--- config.mk ---
export PLATFORM = sky130hd
export DESIGN_NAME = fft_frame_unload_flat
export DESIGN_NICKNAME = d
export VERILOG_FILES = /design/src/rtl/fft_pkg.sv /design/src/rtl/fft_frame_unload_if.sv /design/src/rtl/fft_frame_bank.sv /design/src/rtl/fft_frame_unload.sv /design/src/flat_wrapper.sv
export SDC_FILE = /design/constraint.sdc
export NUM_CORES = 1
export LEC_CHECK = 0
export ABC_CLOCK_PERIOD_IN_PS = 21700
export CAP_MARGIN = 20
export CORE_MARGIN = 3
export CORE_UTILIZATION = 54
export CTS_CLUSTER_SIZE = 8
export DETAILED_ROUTE_END_ITERATION = 8
export PLACE_DENSITY = 0.8
export SLEW_MARGIN = 5
export SYNTH_ARGS = -nofsm -noshare
export SYNTH_HDL_FRONTEND = slang
export SYNTH_SLANG_ARGS = --single-unit
--- constraint.sdc ---
create_clock -name clk -period 21.7 [get_ports clk]
set_input_delay 5.425 -clock clk [delete_from_list [all_inputs] [get_ports clk]]
set_output_delay 5.425 -clock clk [all_outputs]
set_load 0.02 [all_outputs]
--- src/rtl/fft_pkg.sv ---
// Shared FFT helpers: bit reversal, complex sample type and frame-bus sample extraction.
// Also used by the butterfly stage.
package fft_pkg;

  localparam int IDX_W_MAX = 16;
  localparam int CPLX_DW   = 16;
  localparam int FRAME_MAX = 64;

  // Packed so that {im, re} matches the frame-bus and output-word layout (re in the low half).
  typedef struct packed {
    logic signed [CPLX_DW-1:0] im;
    logic signed [CPLX_DW-1:0] re;
  } cplx_t;

  function automatic logic [IDX_W_MAX-1:0] bitrev(input logic [IDX_W_MAX-1:0] idx,
                                                   input int width);
    logic [IDX_W_MAX-1:0] r;
    r = '0;
    for (int i = 0; i < IDX_W_MAX; i++)
      if (i < width) r[i] = idx[width-1-i];
    return r;
  endfunction

  function automatic cplx_t frame_sample(input logic [FRAME_MAX*2*CPLX_DW-1:0] bus,
                                         input int k);
    return bus[k*2*CPLX_DW +: 2*CPLX_DW];
  endfunction

endpackage

--- src/rtl/fft_frame_unload_if.sv ---
// Frame-in / sample-stream-out bundle of the FFT output stage.
interface fft_frame_unload_if #(
  parameter int N          = 8,
  parameter int DATA_WIDTH = 16
);
  localparam int IW = $clog2(N);

  logic [DATA_WIDTH*2*N-1:0] cplx_data_in;
  logic                      en_in;
  logic                      frame_ready;
  logic [2*DATA_WIDTH-1:0]   data_out;
  logic [IW-1:0]             index_out;
  logic                      valid_out;
  logic                      ready_in;
  logic                      last_out;
  logic                      overflow;

  modport master (
    output cplx_data_in, en_in, ready_in,
    input  frame_ready, data_out, index_out, valid_out, last_out, overflow
  );

  modport slave (
    input  cplx_data_in, en_in, ready_in,
    output frame_ready, data_out, index_out, valid_out, last_out, overflow
  );
endinterface

--- src/rtl/fft_frame_bank.sv ---
// One frame buffer bank: whole-frame load, full flag, indexed sample read.
module fft_frame_bank #(
  parameter int N          = 8,
  parameter int DATA_WIDTH = 16,
  parameter int IW         = $clog2(N)
) (
  input  logic                             clk,
  input  logic                             rst,
  input  logic                             load,
  input  logic                             clr,
  input  logic [N-1:0][2*DATA_WIDTH-1:0]   din,
  input  logic [IW-1:0]                    rd_idx,
  output logic [2*DATA_WIDTH-1:0]          rd_data,
  output logic                             full
);
  logic [N-1:0][2*DATA_WIDTH-1:0] mem;

  // Contents are never presented while empty, so they carry no reset.
  always_ff @(posedge clk)
    if (load) mem <= din;

  // Load beats clear so a refill on the draining bank's last beat keeps it full.
  always_ff @(posedge clk)
    if (rst)       full <= 1'b0;
    else if (load) full <= 1'b1;
    else if (clr)  full <= 1'b0;

  assign rd_data = mem[rd_idx];
endmodule

--- src/rtl/fft_frame_unload.sv ---
// Ping-pong unload stage after the parallel butterfly; streams one sample per beat.
// Define FFT_BITREV_EN for bit-reversed (natural-frequency) beat order, else bus order.
module fft_frame_unload
  import fft_pkg::*;
#(
  parameter int N          = 8,
  parameter int DATA_WIDTH = 16
) (
  input  logic               clk,
  input  logic               rst,
  fft_frame_unload_if.slave  io
);
  localparam int IW = $clog2(N);
  localparam int SW = 2*DATA_WIDTH;

  logic [N-1:0][SW-1:0] frame;
  logic                 wr_sel, rd_sel;
  logic [IW-1:0]        rd_cnt, beat_idx;
  logic                 overflow_q;
  logic [1:0]           full, load, clr;
  logic [1:0][SW-1:0]   rd_data;
  logic                 valid, last_beat, xfer, capture, drop;

  assign frame = io.cplx_data_in;

`ifdef FFT_BITREV_EN
  assign beat_idx = IW'(bitrev(IDX_W_MAX'(rd_cnt), IW));
`else
  assign beat_idx = rd_cnt;
`endif

  always_comb begin
    valid     = full[rd_sel];
    last_beat = (rd_cnt == IW'(N-1));
    xfer      = valid & io.ready_in;
    clr       = '0;
    clr[rd_sel] = xfer & last_beat;
    // A bank freed on this edge may be refilled on the same edge.
    capture   = io.en_in & (~full[wr_sel] | clr[wr_sel]);
    drop      = io.en_in & ~capture;
    load      = '0;
    load[wr_sel] = capture;
  end

  for (genvar b = 0; b < 2; b++) begin : g_bank
    fft_frame_bank #(.N(N), .DATA_WIDTH(DATA_WIDTH), .IW(IW)) u_bank (
      .clk     (clk),
      .rst     (rst),
      .load    (load[b]),
      .clr     (clr[b]),
      .din     (frame),
      .rd_idx  (beat_idx),
      .rd_data (rd_data[b]),
      .full    (full[b])
    );
  end

  always_ff @(posedge clk) begin
    if (rst) begin
      wr_sel     <= 1'b0;
      rd_sel     <= 1'b0;
      rd_cnt     <= '0;
      overflow_q <= 1'b0;
    end else begin
      if (capture) wr_sel <= ~wr_sel;
      if (drop)    overflow_q <= 1'b1;
      if (xfer) begin
        if (last_beat) begin
          rd_cnt <= '0;
          rd_sel <= ~rd_sel;
        end else begin
          rd_cnt <= rd_cnt + 1'b1;
        end
      end
    end
  end

  assign io.valid_out   = valid;
  assign io.data_out    = valid ? rd_data[rd_sel] : '0;
  assign io.index_out   = valid ? beat_idx : '0;
  assign io.last_out    = valid & last_beat;
  assign io.frame_ready = ~(&full) | (xfer & last_beat);
  assign io.overflow    = overflow_q;

  a_hold_on_stall: assert property (@(posedge clk) disable iff (rst)
    (io.valid_out && !io.ready_in) |=> ($stable(io.data_out) && $stable(io.index_out)
                                        && $stable(io.last_out)));
endmodule

--- src/flat_wrapper.sv ---
// flat-port wrapper written by rule: the top's interface ports become plain ports
module fft_frame_unload_flat import fft_pkg::*;
#(
  parameter int N          = 8,
  parameter int DATA_WIDTH = 16
)
  (clk, rst, io_cplx_data_in, io_en_in, io_ready_in, io_frame_ready, io_data_out, io_index_out, io_valid_out, io_last_out, io_overflow);
  fft_frame_unload_if #(.N(N), .DATA_WIDTH(DATA_WIDTH)) io_i ();
  input  logic clk;
  input  logic rst;
  input wire logic [$bits(io_i.cplx_data_in)-1:0] io_cplx_data_in;
  input wire logic [$bits(io_i.en_in)-1:0] io_en_in;
  input wire logic [$bits(io_i.ready_in)-1:0] io_ready_in;
  output wire logic [$bits(io_i.frame_ready)-1:0] io_frame_ready;
  output wire logic [$bits(io_i.data_out)-1:0] io_data_out;
  output wire logic [$bits(io_i.index_out)-1:0] io_index_out;
  output wire logic [$bits(io_i.valid_out)-1:0] io_valid_out;
  output wire logic [$bits(io_i.last_out)-1:0] io_last_out;
  output wire logic [$bits(io_i.overflow)-1:0] io_overflow;
  assign io_i.cplx_data_in = io_cplx_data_in;
  assign io_i.en_in = io_en_in;
  assign io_i.ready_in = io_ready_in;
  assign io_frame_ready = io_i.frame_ready;
  assign io_data_out = io_i.data_out;
  assign io_index_out = io_i.index_out;
  assign io_valid_out = io_i.valid_out;
  assign io_last_out = io_i.last_out;
  assign io_overflow = io_i.overflow;
  fft_frame_unload #(.N(N), .DATA_WIDTH(DATA_WIDTH)) u_core (.clk(clk), .rst(rst), .io(io_i));
endmodule
==> run_results.csv <==
group,metric,value,unit
logic_synthesis,synth_top_flop_cell,"edfxtp_1",
clock_network,cts_tree,"done",
critical_path,crit_arrival,6.77,ns
timing,finClkSkew,0.0153,ns
global_route,antenna_found_initial,6,
timing,rsz0062_at_grt,"false",
clock_network,cts_resized,0,
floorplan,rows,69,
cells_and_area,drive_gt1_share,15.4,%
global_route,grt_util_all_layers,22.6,%
place,port_buffers,298,
global_route,overflow,0,
run_status,outcome,"completed",
logic_synthesis,ys_types,29,
critical_path,endpoint_kind,"output pin",
global_route,grt_pass1_wl,66200,um
critical_path,r2r-start,"u_core.beat_idx[0]",
cells_and_area,nets,1564,
logic_synthesis,ys_seq_area_share,77.6,%
global_route,grt_pass1_vias,11600,
clock_network,clk_pin_slew,0.05,ns
clock_network,clockBufferDepth,3,
critical_path,startpoint_type,"primary input",
logic_synthesis,synth_nets,1230,
min_path,hold_path_class,"flop to flop",
timing,final.min_clock_period,12.19,ns
logic_synthesis,synth_cells,968,
place,dp.final_hpwl,26900,um
route,dr.pass1.iters,5,
logic_synthesis,synth_edf_count,512,
logic_synthesis,syn_area_per_cell,20.7,um2
logic_synthesis,async_reset_ff_share,0,%
floorplan,core_area,36100,um2
route,first_iter_violations,748,
logic_synthesis,ys_ff_latch,520,
pwr,peakVddDrop,0.0000742,V
cells_and_area,final_cell_mix,"512 x edfxtp_1, 298 x clkdlybuf4s50_1, 100 x nand2_1",
global_route,grt_max_degree,175,
min_path,whs_endpoint,"u_core.io.overflow",
route,viasPerCell,6.03,
job,cap_violations,0,
min_path,hold-path-cell-count,2,
cells_and_area,postLayoutCoreUtil,70.4,%
timing,hold-worst-slack,0.450,ns
pwr,p_per_area,93.0,nW/um2
timing,finalMaxSlewViolations,0,
route,wl_per_cell,25.0,um
floorplan,start_util,55.5,%
clock_network,insertion_delay,0.58,ns
clock_network,hold_buffers,0,
cells_and_area,areaGrowthSynthToFinish,27.0,%
cells_and_area,layout_commonest_cell,"edfxtp_1",
critical_path,reg2regPathDepth,8,
critical_path,crit_path_max_fanout,4,
clock_network,cts_made_buffers,74,
route,wl,44500,um
clock_network,clkSinkCount,520,
clock_network,cts_root_buf,"clkbuf_16",
floorplan,die-area,39400,um2
place,gp_congestion,0.797,
timing,tightest_slew,1.27,ns
floorplan,fp.dieW,199,um
floorplan,die_h,199,um
critical_path,ff2ff_setup_slack,15.94,ns
timing,setup_violations,0,
critical_path,critPathRequiredTime,16.27,ns
route,vias,10700,
pwr,power.leakage,8.07,nW
critical_path,worstSetupPathType,"primary input to output pin",
timing,period_share,56.2,%
logic_synthesis,syn_area,20000,um2
clock_network,post-cts-setup-buffers,0,
critical_path,rr_endpoint,"u_core.g_bank[0].u_bank.mem[46]",
route,ant_nets,0,
timing,hold_violations,0,
floorplan,ioPinCount,299,
route,drc,0,
timing,setup_tns,0,ns
timing,fmax,0.0820,GHz
clock_network,cts_max_level,3,
cells_and_area,fill_cells,2178,
timing,slew_headroom,15.2,%
min_path,holdCritStartpoint,"u_core.io.overflow",
logic_synthesis,yosysWarnings,0,
-- metrics by stage --
| step | power [mW] | setup WS, ns | std cells | area [um2] |
|---|---|---|---|---|
| 5_1_grt | 2.44 | 9.47 | 1779 | 25400 |
| 6_report | 2.36 | 9.51 | 1782 | 25400 |
| 3_3_place_gp | 1.37 | 9.51 | 1687 | 23400 |
| 4_1_cts | 2.38 | 9.50 | 1779 | 25400 |
| 3_5_place_dp | 1.38 | 9.51 | 1687 | 23400 |
| 2_1_floorplan | 1.31 | 2.86 | 968 | 20000 |
-- kinds of logic (layout without fill, tap and decap cells) --
kind of cell,after synthesis,count (layout),synth area share [%]
other,0,3,0
and+or+nand+nor,152,152,3.41
AOI/OAI and AO/OA,74,74,2.85
muxes,163,163,14.2
adders and majority gates,2,2,0.125
buffers and inverters,57,407,1.78
DFF,520,520,77.6
-- Yosys cell counts (2+ instances only) --
cell | count | area share [%]
and3_1 | 2 | 0.063
nor2b_1 | 7 | 0.22
ha_1 | 2 | 0.13
nor3_1 | 2 | 0.050
dfxtp_1 | 8 | 0.80
a32oi_1 | 31 | 1.4
o211ai_1 | 31 | 1.2
edfxtp_1 | 512 | 77
buf_6 | 8 | 0.45
mux4_2 | 97 | 11
buf_2 | 12 | 0.30
buf_12 | 2 | 0.20
clkbuf_1 | 18 | 0.34
and2_1 | 2 | 0.063
o21ai_0 | 3 | 0.075
nand3_1 | 2 | 0.050
mux2i_1 | 65 | 3.3
inv_1 | 3 | 0.056
buf_4 | 9 | 0.34
nand4_1 | 31 | 0.97
a21oi_1 | 6 | 0.15
nor2_1 | 5 | 0.094
buf_1 | 5 | 0.094
nand2_1 | 100 | 1.9
-- cell type report --
type / instances / area (um2) / area share (%)
diodes: 3 / 7.51 / 0.0295
clock buffers: 87 / 1940 / 7.65
clock inverters: 5 / 62.6 / 0.246
inverters: 3 / 11.3 / 0.0443
multi-input cells: 391 / 4170 / 16.4
flip-flops and latches: 520 / 15500 / 61.2
well taps: 461 / 577 / 2.27
repair buffers: 312 / 3100 / 12.2
-- state kept, by name (all words and copies together) (netlist names) --
register	flops
u_core.g_bank.u_bank.mem	512
u_core.beat_idx	3
u_core.g_bank.u_bank.full	2
u_core.io.overflow	1
u_core.rd_sel	1
u_core.wr_sel	1
-- worst max-delay path by stage --
stage | cells past startpoint | slack [ns] | startpoint | to
floorplan | 2 | 2.86 | io_ready_in | u_core.g_bank[1].u_bank.mem[0]
global placement | 4 | 9.51 | io_ready_in | io_frame_ready
detailed placement | 4 | 9.51 | io_ready_in | io_frame_ready
CTS | 4 | 9.50 | io_ready_in | io_frame_ready
global route | 4 | 9.47 | io_ready_in | io_frame_ready
finish | 4 | 9.51 | io_ready_in | io_frame_ready
-- where the power goes --
part | leakage (nW) | switching (mW) | internal, mW
registers | 4.82 | 0.0172 | 1.17
logic | 2.27 | 0.0803 | 0.0884
clock network | 0.980 | 0.382 | 0.622
-- per-layer routing --
metal	GRT usage, %	up-vias	routed length, um
li1	-	4681	-
met1	27.3	5426	16100
met2	38.3	507	22900
met3	7.64	115	4230
met4	7.91	10	1220
met5	0	-	57
-- worst max-delay path: stages --
cell and delay, ns:
clkdlybuf4s50_1 0.52, nand2_1 0.12, nand3_1 0.10, clkdlybuf4s50_1 0.60
Note: power is estimated with default switching activity, not from simulation.
==> variant 1 (same settings) <==
Add a define of `FFT_BITREV_EN`.
--- a/src/rtl/fft_frame_unload.sv
+++ b/src/rtl/fft_frame_unload.sv
@@ -1,4 +1,6 @@
 // Ping-pong unload stage after the parallel butterfly; streams one sample per beat.
 // Define FFT_BITREV_EN for bit-reversed (natural-frequency) beat order, else bus order.
+`define FFT_BITREV_EN
+
 module fft_frame_unload
   import fft_pkg::*;
Check against the original RTL: not equivalent (a bounded check fails within 4 cycles, from zero or initial values and one cycle with rst high).
==> variant 1 against the unedited design <==
First-iteration DRC count increased by 3.9%; sequential share of layout area about the same; sequential cell count unchanged; synthesized area about the same; register-to-register slack improved by 870 ps; worst hold slack improved by 2.4 ps; design area about the same; wire length decreased by 0.63%; sequential power about the same; worst setup slack got worse by 37 ps; power decreased by 1.2%; clock skew decreased by 0.77 ps; critical path type unchanged.
==> variant 1: results (changes against the unedited design) <==
* Leakage power at 7.99 nW (-1.1%)
* Slowest cell on the critical path: clkdlybuf4s50_1
* Fraction of layout cells with a size suffix above 1 at 0.156 (+0.00157)
* Seq/Total Area, Yosys at 0.777 (about the same)
* Pin count of the biggest net entering global routing at 83 (-53%)
* Worst VDD drop at 0.0870 mV (+17%)
* Slowest stage delay, CP at 600 ps (about the same)
* Clock skew at 14.6 ps (-0.772 ps)
* Ranking of synthesized cells by area: edfxtp_1 77%, mux4_2 11%, mux2i_1 3.2%, nand2_1 1.8%, a32oi_1 1.4%
* CTS Buffer Depth at 3 (unchanged)
* Number of I/O port buffers at 298 (unchanged)
* Clock Latency Late Sink at around 570 ps
* Filler Cell Count at 2143 (-1.6%)
* Commonest cells post-synth: 512 x edfxtp_1, 97 x mux4_2, 97 x nand2_1, 64 x mux2i_1
* Arrival time at the worst endpoint at 6800 ps (+30 ps)
* Via count at 10.7k (-0.79%)
* Initial DRT Pass Iterations at 5 (unchanged)
* CP top delay family: buffers and inverters
* Syn_nets at 1231 (+0.081%)
* Status: finished, final reports clean
* Class of the worst hold path: reg2reg
* GRT overflow at 0 (unchanged)
* CP Max Fanout at 4 (unchanged)
* Final GP Congestion at 0.771 (-3.2%)
* Htree depth at 3 (unchanged)
* Nets at 1567 (+0.19%)
* Antenna violations before repair at 10 (+4)
* DPL Wire Length at 27.1 mm (+0.56%)
* Synth Warn # at 0 (unchanged)
* Post-synth cell types at 30 (+3.4%)
* Vias in the first global route at 11.5k (-0.77%)
* WL/cell at 24.7 µm (-0.91%)
* Root buf cell: clkbuf_16
* Slew Limit Fails at 0 (unchanged)
* Biggest regs: u_core.g_bank.u_bank.mem x512, u_core.rd_cnt x3, u_core.g_bank.u_bank.full x2
* Ys async rst share at 0 (unchanged)
* Iter 0 DRT Violations at 777 (+3.9%)
* Total track usage at 0.227 (+0.00130)
* Post-synth EDFFs at 512 (unchanged)
* Slew @ Worst Pin at 1060 ps (-217 ps)
* Setup bufs post-CTS at 0 (unchanged)
* First-pass GRT wire length at 66.2 mm (about the same)
* Switching Share at 0.202 (-0.000554)
variant 1: logic make-up (layout without fill, tap and decap cells):
kind of cell / count (synthesis) / in the layout / synth area share
AOI/OAI and AO/OA: 75 / 75 / 0.0288
muxes: 162 / 162 / 0.142
other: 0 / 2 / 0
DFF: 520 / 520 / 0.777
buffers and inverters: 58 / 413 / 0.0170
and+or+nand+nor: 152 / 152 / 0.0345
adders and majority gates: 2 / 2 / 0.00125
variant 1: path summary, 6_finish.rpt:
path | slack (ps) | from | to | cells past startpoint
worst min-delay path | 450 | u_core.io.overflow$_SDFFE_PP0P_ | u_core.io.overflow$_SDFFE_PP0P_ | 2
worst max register to register | 16810 | u_core.rd_cnt[1]$_SDFFE_PP0N_ | u_core.g_bank[0].u_bank.mem[146]$_DFFE_PP_ | 8
worst max-delay path | 9470 | io_ready_in | io_frame_ready | 4
worst min register to register | 450 | u_core.io.overflow$_SDFFE_PP0P_ | u_core.io.overflow$_SDFFE_PP0P_ | 2
variant 1: final cells by class:
class	instances	area [µm²]	area share
Clock buffer	89	1930	0.0759
Tap cell	461	577	0.0227
Timing Repair Buffer	315	3110	0.122
Clock inverter	6	67.6	0.00266
Inverter	3	11.3	0.000443
Sequential cell	520	15500	0.612
Multi-Input combinational cell	391	4170	0.164
Antenna cell	2	5.00	0.000197
variant 1: per-layer routing:
metal / up-vias / GRT usage / part of all wire
met1: 5392 / 0.281 / 0.38
li1: 4712 / - / -
met3: 107 / 0.0672 / 0.080
met2: 427 / 0.383 / 0.51
met4: 16 / 0.0859 / 0.027
met5: - / 0 / 0.0026
variant 1: per-stage QoR:
| stage | area (µm²) | worst slack [ps] | utilization | power, mW | instances |
|---|---|---|---|---|---|
| final | 25400 | 9470 | 0.706 | 2.33 | 1787 |
| after global routing | 25400 | 9450 | 0.706 | 2.41 | 1787 |
| after CTS | 25400 | 9480 | 0.706 | 2.36 | 1785 |
| after detailed placement | 23400 | 9480 | 0.650 | 1.35 | 1690 |
| after global placement | 23400 | 9500 | 0.650 | 1.35 | 1690 |
| after floorplan | 20000 | 2860 | - | 1.29 | 969 |
variant 1: worst min-delay path, delay by kind of cell (launching register included):
kind	cells	cell delay [ps]
DFF	1	300
AOI/OAI and AO/OA	1	50
buffers and inverters	1	40
variant 1: power groups by stage:
stage          Clock [mW]  Combinational (mW)  Sequential (mW)
6_report             1.00               0.147             1.19
3_5_place_dp            0               0.148             1.21
5_1_grt              1.06               0.157             1.19
4_1_cts              1.02               0.149             1.19
3_3_place_gp            0               0.145             1.20
2_1_floorplan           0              0.0606             1.23
==> variant 2 (same settings) <==
Made on the original files. Make the reset (`rst`) asynchronous in 2 clocked blocks.
--- a/src/rtl/fft_frame_bank.sv
+++ b/src/rtl/fft_frame_bank.sv
@@ -21,5 +21,5 @@
 
   // Load beats clear so a refill on the draining bank's last beat keeps it full.
-  always_ff @(posedge clk)
+  always_ff @(posedge clk or posedge rst)
     if (rst)       full <= 1'b0;
     else if (load) full <= 1'b1;
--- a/src/rtl/fft_frame_unload.sv
+++ b/src/rtl/fft_frame_unload.sv
@@ -56,5 +56,5 @@
   end
 
-  always_ff @(posedge clk) begin
+  always_ff @(posedge clk or posedge rst) begin
     if (rst) begin
       wr_sel     <= 1'b0;
Function: differs if rst is asserted again (counterexample within 4 cycles, from zero or initial values and one cycle with rst high); with rst held inactive, the same outputs for 4 cycles.
==> variant 2 against the unedited design <==
Synthesized area hardly changed; wire length is 2.8% higher; design area hardly changed; largest cell class unchanged; sequential cell count stayed put; register-to-register slack better by 480 ps; core utilization hardly changed; worst setup slack better by 44 ps; maximum frequency is 0.37% higher; first-iteration DRC count is 17% higher; critical path type unchanged; highest routed layer unchanged; final cell count is 0.17% lower.
Power is not compared: it rests on default switching activity, and its combinational part moved more than twofold at a synthesized area within 25%.
==> variant 2: results (changes against the unedited design) <==
* Ys async rst share at 0.0154 (+0.0154)
* Fraction of layout cells with a size suffix above 1 at 0.157 (+0.00327)
* Ranking of synthesized cells by area: edfxtp_1 77%, mux4_2 11%, mux2i_1 3.2%, nand2_1 1.9%, a32oi_1 1.4%
* Iter 0 DRT Violations at 875 (+17%)
* First-pass GRT wire length at 68.1 mm (+2.8%)
* WL/cell at 25.7 µm (+3.0%)
* Final GP Congestion at 0.763 (-4.3%)
* Via count at 10.8k (+0.24%)
* R2r setup slk at 16420 ps (+480 ps)
* Pin count of the biggest net entering global routing at 81 (-54%)
* Seq/Total Area, Yosys at 0.778 (+0.00147)
* DPL Wire Length at 27.7 mm (+2.9%)
* Nets at 1562 (-0.13%)
* Min Hold Slack at 463 ps (+13.5 ps)
* Max cap viols at 0 (unchanged)
* Origin of the critical flop-to-flop path: u_core.beat_idx[1]$_DFFE_PP0N_
* Number of I/O port buffers at 298 (unchanged)
* Antenna violations before repair at 10 (+4)
* CP top delay family: buffers and inverters
* Arrival time at the worst endpoint at 6720 ps (-50 ps)
* Commonest cells post-synth: 512 x edfxtp_1, 99 x nand2_1, 97 x mux4_2, 64 x mux2i_1
* Initial DRT Pass Iterations at 5 (unchanged)
* Clock skew at 9.06 ps (-6.27 ps)
* Status: finished, final reports clean
* Syn_nets at 1225 (-0.41%)
* Post-synth cell types at 30 (+3.4%)
* HP Start: u_core.io.overflow$_DFFE_PP0P_
* Post-synth EDFFs at 512 (unchanged)
* Slew headroom at 0.276 (+0.124)
* Vias in the first global route at 11.5k (-0.72%)
variant 2: cell types whose count changed after synthesis, moves of 2 or more:
cell / change
dfxtp_1: -8
a21oi_1: -4
buf_6: +5
buf_2: +3
buf_1: -4
a21o_1: +2
dfrtp_1: +8
buf_4: -4
buf_12: -2
variant 2: final cells by class:
type,instances,area (µm²)
clock buffer,86,1920
multi-input combinational,385,4140
tap,461,577
inverter,4,15.0
sequential,520,15600
timing repair buffer,315,3120
clock inverter,6,63.8
fill,2145,10700
antenna,2,5.00
variant 2: through the flow:
step	setup WS, ps	cells	instance area [µm²]
6_report	9550	1779	25400
5_1_grt	9510	1777	25400
4_1_cts	9550	1776	25400
3_5_place_dp	9560	1684	23400
3_3_place_gp	9540	1684	23400
2_1_floorplan	2850	963	20000
variant 2: cells by family after synthesis:
kind of cell,count (synthesis),share of synthesized area
muxes,163,0.142
and+or+nand+nor,147,0.0328
DFF,520,0.778
buffers and inverters,58,0.0177
AOI/OAI and AO/OA,73,0.0285
adders and majority gates,2,0.00125
variant 2: final timing paths:
check	cells after the start	end
worst max-delay path	4	io_frame_ready
worst min-delay path	1	u_core.io.overflow$_DFFE_PP0P_
worst max register to register	9	u_core.g_bank[0].u_bank.mem[15]$_DFFE_PP_
worst min register to register	1	u_core.io.overflow$_DFFE_PP0P_
max in group asynchronous	2	u_core.beat_idx[0]$_DFFE_PP0N_
min in group asynchronous	2	u_core.beat_idx[1]$_DFFE_PP0N_
variant 2: worst register-to-register path: cells and delay by family (launching register included):
family / cells / cell delay, ps
buffers and inverters: 3 / 2460
AND/OR/NAND/NOR: 3 / 510
flip-flops: 1 / 880
adder cells (fa/ha/maj): 2 / 590
AO/OA/AOI/OAI: 1 / 350
variant 2: routing by layer:
layer / wire length (µm) / share of wire / global-route usage
met5: 138 / 0.0030 / 0
met4: 1340 / 0.029 / 0.0869
met3: 4320 / 0.094 / 0.0845
met2: 23200 / 0.51 / 0.384
met1: 16700 / 0.37 / 0.290
variant 2: power groups by stage:
stage	registers (mW)	clock network, mW	logic [mW]
2_1_floorplan	1.26	0	0.683
3_3_place_gp	1.26	0	0.998
3_5_place_dp	1.27	0	1.01
4_1_cts	1.25	1.02	1.02
5_1_grt	1.25	1.06	1.08
6_report	1.25	0.999	1.01
